<file path="src/rtl/cordic_iter_engine.sv">
// cordic_iter_engine
// Iterative shift-add CORDIC core. Each accepted operation performs one
// micro-rotation per clock for ITERS clocks, then presents the result until
// the consumer takes it.
//   in_mode = 0 : ROTATION  - drives z toward 0, x/y become K^-1 * (cos, sin)
//   in_mode = 1 : VECTORING - drives y toward 0, x becomes K^-1 * magnitude,
//                             z accumulates atan(y/x)
// No gain compensation is applied; callers pre-scale by K = 0.607253.
//
// Ports
//   clk                  rising-edge clock
//   reset                asynchronous, active-high; aborts any operation
//   in_valid / in_ready  operand handshake (in_ready high only while idle)
//   in_mode              mode select, captured at accept
//   in_x, in_y, in_z     signed operands, FRAC = WIDTH-3 fraction bits
//   out_valid/out_ready  result handshake; result held until consumed
//   out_x, out_y, out_z  signed saturated results, same format as inputs
module cordic_iter_engine #(
    parameter int WIDTH = 21,
    parameter int ITERS = 16,
    parameter int GUARD = 2
) (
    input  logic                    clk,
    input  logic                    reset,
    input  logic                    in_valid,
    output logic                    in_ready,
    input  logic                    in_mode,
    input  logic signed [WIDTH-1:0] in_x,
    input  logic signed [WIDTH-1:0] in_y,
    input  logic signed [WIDTH-1:0] in_z,
    output logic                    out_valid,
    input  logic                    out_ready,
    output logic signed [WIDTH-1:0] out_x,
    output logic signed [WIDTH-1:0] out_y,
    output logic signed [WIDTH-1:0] out_z
);

    localparam int FRAC = WIDTH - 3;
    localparam int IW   = WIDTH + 2 * GUARD;
    localparam int CW   = $clog2(ITERS);

    // The atan table is Q3.29; it must land on FRAC+GUARD fraction bits.
    localparam int ATAN_SHIFT = 29 - FRAC - GUARD;
    localparam int ATAN_RSH   = (ATAN_SHIFT > 0) ? ATAN_SHIFT : 0;
    localparam int ATAN_LSH   = (ATAN_SHIFT < 0) ? -ATAN_SHIFT : 0;

    typedef enum logic [1:0] {
        ST_IDLE = 2'd0,
        ST_RUN  = 2'd1,
        ST_DONE = 2'd2
    } state_t;

    // round(atan(2^-i) * 2^29)
    function automatic logic signed [31:0] atan_q29(input logic [4:0] idx);
        case (idx)
            5'd0:    atan_q29 = 32'sd421657428;
            5'd1:    atan_q29 = 32'sd248918915;
            5'd2:    atan_q29 = 32'sd131521918;
            5'd3:    atan_q29 = 32'sd66762579;
            5'd4:    atan_q29 = 32'sd33510843;
            5'd5:    atan_q29 = 32'sd16771758;
            5'd6:    atan_q29 = 32'sd8387925;
            5'd7:    atan_q29 = 32'sd4194219;
            5'd8:    atan_q29 = 32'sd2097141;
            5'd9:    atan_q29 = 32'sd1048575;
            5'd10:   atan_q29 = 32'sd524288;
            5'd11:   atan_q29 = 32'sd262144;
            5'd12:   atan_q29 = 32'sd131072;
            5'd13:   atan_q29 = 32'sd65536;
            5'd14:   atan_q29 = 32'sd32768;
            5'd15:   atan_q29 = 32'sd16384;
            5'd16:   atan_q29 = 32'sd8192;
            5'd17:   atan_q29 = 32'sd4096;
            5'd18:   atan_q29 = 32'sd2048;
            5'd19:   atan_q29 = 32'sd1024;
            5'd20:   atan_q29 = 32'sd512;
            5'd21:   atan_q29 = 32'sd256;
            5'd22:   atan_q29 = 32'sd128;
            5'd23:   atan_q29 = 32'sd64;
            5'd24:   atan_q29 = 32'sd32;
            5'd25:   atan_q29 = 32'sd16;
            5'd26:   atan_q29 = 32'sd8;
            5'd27:   atan_q29 = 32'sd4;
            5'd28:   atan_q29 = 32'sd2;
            5'd29:   atan_q29 = 32'sd1;
            5'd30:   atan_q29 = 32'sd0;
            5'd31:   atan_q29 = 32'sd0;
            default: atan_q29 = 32'sd0;
        endcase
    endfunction

    // Bring a Q3.29 angle onto the internal fixed-point grid.
    function automatic logic signed [IW-1:0] align_atan(input logic signed [31:0] q);
        return IW'((64'(q) >>> ATAN_RSH) <<< ATAN_LSH);
    endfunction

    // Drop the guard LSBs, then clamp to the port range instead of wrapping.
    function automatic logic signed [WIDTH-1:0] saturate(input logic signed [IW-1:0] v);
        logic signed [IW-1:0] s;
        s = v >>> GUARD;
        if ((&s[IW-1:WIDTH-1]) || !(|s[IW-1:WIDTH-1])) begin
            saturate = s[WIDTH-1:0];
        end else if (s[IW-1]) begin
            saturate = {1'b1, {(WIDTH-1){1'b0}}};
        end else begin
            saturate = {1'b0, {(WIDTH-1){1'b1}}};
        end
    endfunction

    state_t                 state_r;
    logic [CW-1:0]          iter_r;
    logic                   mode_r;
    logic signed [IW-1:0]   x_r;
    logic signed [IW-1:0]   y_r;
    logic signed [IW-1:0]   z_r;

    logic                   dir_pos_s;
    logic signed [IW-1:0]   x_sh_s;
    logic signed [IW-1:0]   y_sh_s;
    logic signed [IW-1:0]   atan_s;
    logic signed [IW-1:0]   x_nxt_s;
    logic signed [IW-1:0]   y_nxt_s;
    logic signed [IW-1:0]   z_nxt_s;

    // One micro-rotation step from the current x/y/z and iteration index.
    always_comb begin
        x_sh_s    = x_r >>> iter_r;
        y_sh_s    = y_r >>> iter_r;
        atan_s    = align_atan(atan_q29(5'(iter_r)));
        // Rotation steers by sign of z, vectoring by sign of y.
        dir_pos_s = mode_r ? y_r[IW-1] : ~z_r[IW-1];
        if (dir_pos_s) begin
            x_nxt_s = x_r - y_sh_s;
            y_nxt_s = y_r + x_sh_s;
            z_nxt_s = z_r - atan_s;
        end else begin
            x_nxt_s = x_r + y_sh_s;
            y_nxt_s = y_r - x_sh_s;
            z_nxt_s = z_r + atan_s;
        end
    end

    // Control FSM, datapath registers and registered handshake/result outputs.
    always_ff @(posedge clk or posedge reset) begin
        if (reset) begin
            state_r   <= ST_IDLE;
            iter_r    <= {CW{1'b0}};
            mode_r    <= 1'b0;
            x_r       <= {IW{1'b0}};
            y_r       <= {IW{1'b0}};
            z_r       <= {IW{1'b0}};
            in_ready  <= 1'b1;
            out_valid <= 1'b0;
            out_x     <= {WIDTH{1'b0}};
            out_y     <= {WIDTH{1'b0}};
            out_z     <= {WIDTH{1'b0}};
        end else begin
            case (state_r)
                ST_IDLE: begin
                    if (in_valid && in_ready) begin
                        x_r      <= IW'(in_x) <<< GUARD;
                        y_r      <= IW'(in_y) <<< GUARD;
                        z_r      <= IW'(in_z) <<< GUARD;
                        mode_r   <= in_mode;
                        iter_r   <= {CW{1'b0}};
                        in_ready <= 1'b0;
                        state_r  <= ST_RUN;
                    end else begin
                        state_r  <= ST_IDLE;
                    end
                end
                ST_RUN: begin
                    x_r <= x_nxt_s;
                    y_r <= y_nxt_s;
                    z_r <= z_nxt_s;
                    if (iter_r == CW'(ITERS - 1)) begin
                        // Capture the result straight from the final step.
                        out_x     <= saturate(x_nxt_s);
                        out_y     <= saturate(y_nxt_s);
                        out_z     <= saturate(z_nxt_s);
                        out_valid <= 1'b1;
                        state_r   <= ST_DONE;
                    end else begin
                        iter_r    <= iter_r + CW'(1);
                    end
                end
                ST_DONE: begin
                    if (out_valid && out_ready) begin
                        out_valid <= 1'b0;
                        in_ready  <= 1'b1;
                        state_r   <= ST_IDLE;
                    end else begin
                        state_r   <= ST_DONE;
                    end
                end
                default: begin
                    state_r   <= ST_IDLE;
                    in_ready  <= 1'b1;
                    out_valid <= 1'b0;
                end
            endcase
        end
    end

endmodule

</file>
<file path="config.mk">
export PLATFORM = sky130hd
export DESIGN_NAME = cordic_iter_engine
export DESIGN_NICKNAME = d
export VERILOG_FILES = /design/src/rtl/cordic_iter_engine.sv
export SDC_FILE = /design/constraint.sdc
export NUM_CORES = 1
export LEC_CHECK = 0
export ABC_AREA = 1
export CELL_PAD_IN_SITES_DETAIL_PLACEMENT = 1
export CELL_PAD_IN_SITES_GLOBAL_PLACEMENT = 1
export CORE_ASPECT_RATIO = 1.1
export CORE_MARGIN = 2
export CORE_UTILIZATION = 38
export DETAILED_ROUTE_END_ITERATION = 10
export PLACE_DENSITY = 0.87
export SYNTH_ARGS = -nofsm -noshare
export SYNTH_HDL_FRONTEND = slang
export SYNTH_SLANG_ARGS = --single-unit
</file>
<file path="constraint.sdc">
create_clock -name clk -period 4.62 [get_ports clk]
set_input_delay 0.924 -clock clk [delete_from_list [all_inputs] [get_ports clk]]
set_output_delay 0.924 -clock clk [all_outputs]
set_load 0.01 [all_outputs]
</file>
==> impl_metrics.env <==
export IMPL_path_class="reg -> reg"
export IMPL_numCtsBuffers=17
export IMPL_crit_top_cell="nand2_1"
export IMPL_most_common_layout_cells="nand2_1, nor2_1, buf_4"
export IMPL_worst_pin_slew_ps=1030
export IMPL_synth_area_mux_share_pct=0.218
export IMPL_grt_pass1_vias=17100
export IMPL_final_layout_size_suffix_gt1_share_pct=22.1
export IMPL_area_growth_pct=38.1
export IMPL_dr_pass1_iters=6
export IMPL_grt_max_degree=60
export IMPL_arrival_ps=5420
export IMPL_ys_types=49
export IMPL_critPathMaxStageDelay_ps=550
export IMPL_vias=16200
export IMPL_synth_flop_cell="dfrtp_1"
export IMPL_synth_xor_area_share_pct=8.08
export IMPL_cts_tree="yes"
export IMPL_drv_cap=0
export IMPL_remaining_drc_errors=0
export IMPL_syn_cell_area_um2=13800
export IMPL_cp_max_fo=8
export IMPL_final_common_cell="nand2_1"
export IMPL_grt_use_total_pct=30.4
export IMPL_rsz0062_at_grt="yes"
export IMPL_ys_seq_area_share_pct=26.7
export IMPL_fmax_mhz=199
export IMPL_die_area_um2=37700
export IMPL_gp_congestion=0.932
export IMPL_violations="negative setup slack"
export IMPL_antenna_cells=0
export IMPL_hpwlAfterDp_um=42300
export IMPL_antenna_found_initial=0
export IMPL_totalWireLength_um=60700
export IMPL_yosys_area_top_type="dfrtp_1"
export IMPL_period_needed_ps=5020
export IMPL_async_flop_share_pct=100
export IMPL_clkLatencyLatePin_ps=480
export IMPL_end_kind="flop"
export IMPL_cts_root_buf="clkbuf_16"
export IMPL_cts_htree_levels=4
export IMPL_io_pins=133
export IMPL_period_share_pct=109
export IMPL_status="finished, violations left"
export IMPL_finalMaxSlewViolations=0
export IMPL_layout_setup_ws_ps=-396
export IMPL_slew_headroom_pct=31.6
export IMPL_overflow=0
export IMPL_synth_nets=2240
export IMPL_ctsLongestPathBuffers=2
export IMPL_holdCritPathClass="reg -> reg"
export IMPL_initial_core_util_pct=38.3
export IMPL_whs_ps=508
export IMPL_synth_area_leaders="dfrtp_1, nand2_1, ha_1"
export IMPL_viasPerCell=5.68
export IMPL_synthSimpleGateAreaFrac_pct=30.0
export IMPL_nets=2512
export IMPL_core_region_area_um2=35900
export IMPL_wire_per_inst_um=21.3
export IMPL_report_final_setup_viol=66
export IMPL_start_kind="flop"
export IMPL_portBuffers=132
export IMPL_synth_compound_area_share_pct=18.6
export IMPL_rows=73
export IMPL_post_cts_hold_buffer_count=0
export IMPL_die_w_um=185
export IMPL_synth_top_area_share_pct=26.6
export IMPL_finClkSkew_ps=16.2
export IMPL_synth_edf_count=0
export IMPL_yosysWarnings=0
export IMPL_synth_fa_ha_area_share_pct=8.53
export IMPL_worstPathRequired_ps=5020
export IMPL_avgSynthCellArea_um2=6.61
export IMPL_clock_sinks=147
export IMPL_synth_top_family_by_area="simple AND/OR/NAND/NOR gates"
export IMPL_postSynthCellCount=2080
export IMPL_finalHoldViolCount=0
export IMPL_grt_pass1_wl_um=90000
export IMPL_cts_reportedPaths_clkPinSlew_ps=70
export IMPL_ys_ff_latch=147
export IMPL_chipHeight_um=204
export IMPL_ant_nets=0
export IMPL_drt_initial_drc_count=1055
export IMPL_cp_slowest_cell="dfrtp_4"
final timing paths:
kind,to,slack [ps],from,cells past startpoint
max,out_x[19],-400,iter_r[0],29
min,z_r[19],510,z_r[19],2
max reg2reg,out_x[19],-400,iter_r[0],29
min reg2reg,z_r[19],510,z_r[19],2
max in group asynchronous,out_x[12],2750,reset,3
min in group asynchronous,out_z[2],1010,reset,2
what timing repair did:
action / in CTS / in global routing
buffers inserted: 30 / 21
hold endpoints to repair: 0 / 0
cloned: 5 / 9
pin swaps: 59 / 49
resized for setup: 141 / 176
setup endpoints to repair: 72 / 80
per-stage QoR:
step	setup TNS, ps	cells	instance area, um^2	utilization (%)	setup WS, ps
2_1_floorplan	0	2080	13800	-	178
3_3_place_gp	-5930	2756	16600	46.2	-163
3_5_place_dp	-19930	2756	16600	46.2	-396
4_1_cts	-1200	2823	18100	50.3	-84.9
5_1_grt	-34770	2852	19000	52.9	-692
6_report	-17190	2852	19000	52.9	-396
sequential cells by signal (all words and copies together) (netlist names):
name,flops
state_r,2
out_y,21
y_r,25
out_z,21
in_ready,1
out_x,21
mode_r,1
out_valid,1
z_r,25
iter_r,4
x_r,25
cell usage after synthesis, types with 4 or more instances:
library cell	instances
o31ai_1	4
o221ai_1	6
xnor2_1	55
nand2_2	20
clkbuf_1	40
nor2_1	209
a21oi_1	207
o22ai_1	24
nand2_1	525
inv_1	160
a21o_1	9
o21ai_1	5
ha_1	89
o211ai_1	12
xor2_1	72
nor4_1	7
or2_2	5
o21ai_0	145
nand4_1	17
buf_1	13
o21bai_1	5
buf_2	28
nor3_1	16
buf_4	6
a31oi_1	14
o21a_1	5
inv_2	9
dfrtp_1	146
a21oi_2	13
nand3_1	174
buf_6	4
layout make-up:
| class | count | area [um^2] |
|---|---|---|
| inverters | 172 | 664 |
| clock inverters | 9 | 150 |
| fillers | 4515 | 16900 |
| repair buffers | 344 | 3370 |
| flip-flops and latches | 147 | 3680 |
| clock buffers | 23 | 488 |
| well taps | 487 | 609 |
| multi-input cells | 1670 | 10000 |
logic make-up (layout without fill, tap and decap cells):
kind of cell	after synthesis	after routing
DFF	147	147
and+or+nand+nor	987	987
adders and majority gates	92	92
xor gates and xnor gates	127	127
AOI/OAI and AO/OA	461	461
buffers and inverters	263	548
muxes	3	3
per-layer routing:
metal / wire (um) / GRT usage (%) / share of wire [%]
met1: 23700 / 35.0 / 39
met4: 2910 / 14.1 / 4.8
met2: 31500 / 55.3 / 52
met3: 2500 / 4.09 / 4.1
met5: 0 / 0 / 0
worst max-delay path, delay by kind of cell, from the launching register on:
kind,cells,cell delay [ps]
AND/OR/NAND/NOR,17,2210
XOR/XNOR,1,90
flip-flops,1,550
buffers and inverters,6,1020
adder cells (fa/ha/maj),1,320
AO/OA/AOI/OAI,4,740
Power is not shown: default switching activity piles up to over one toggle a cycle in this logic, so the estimate is an artifact.
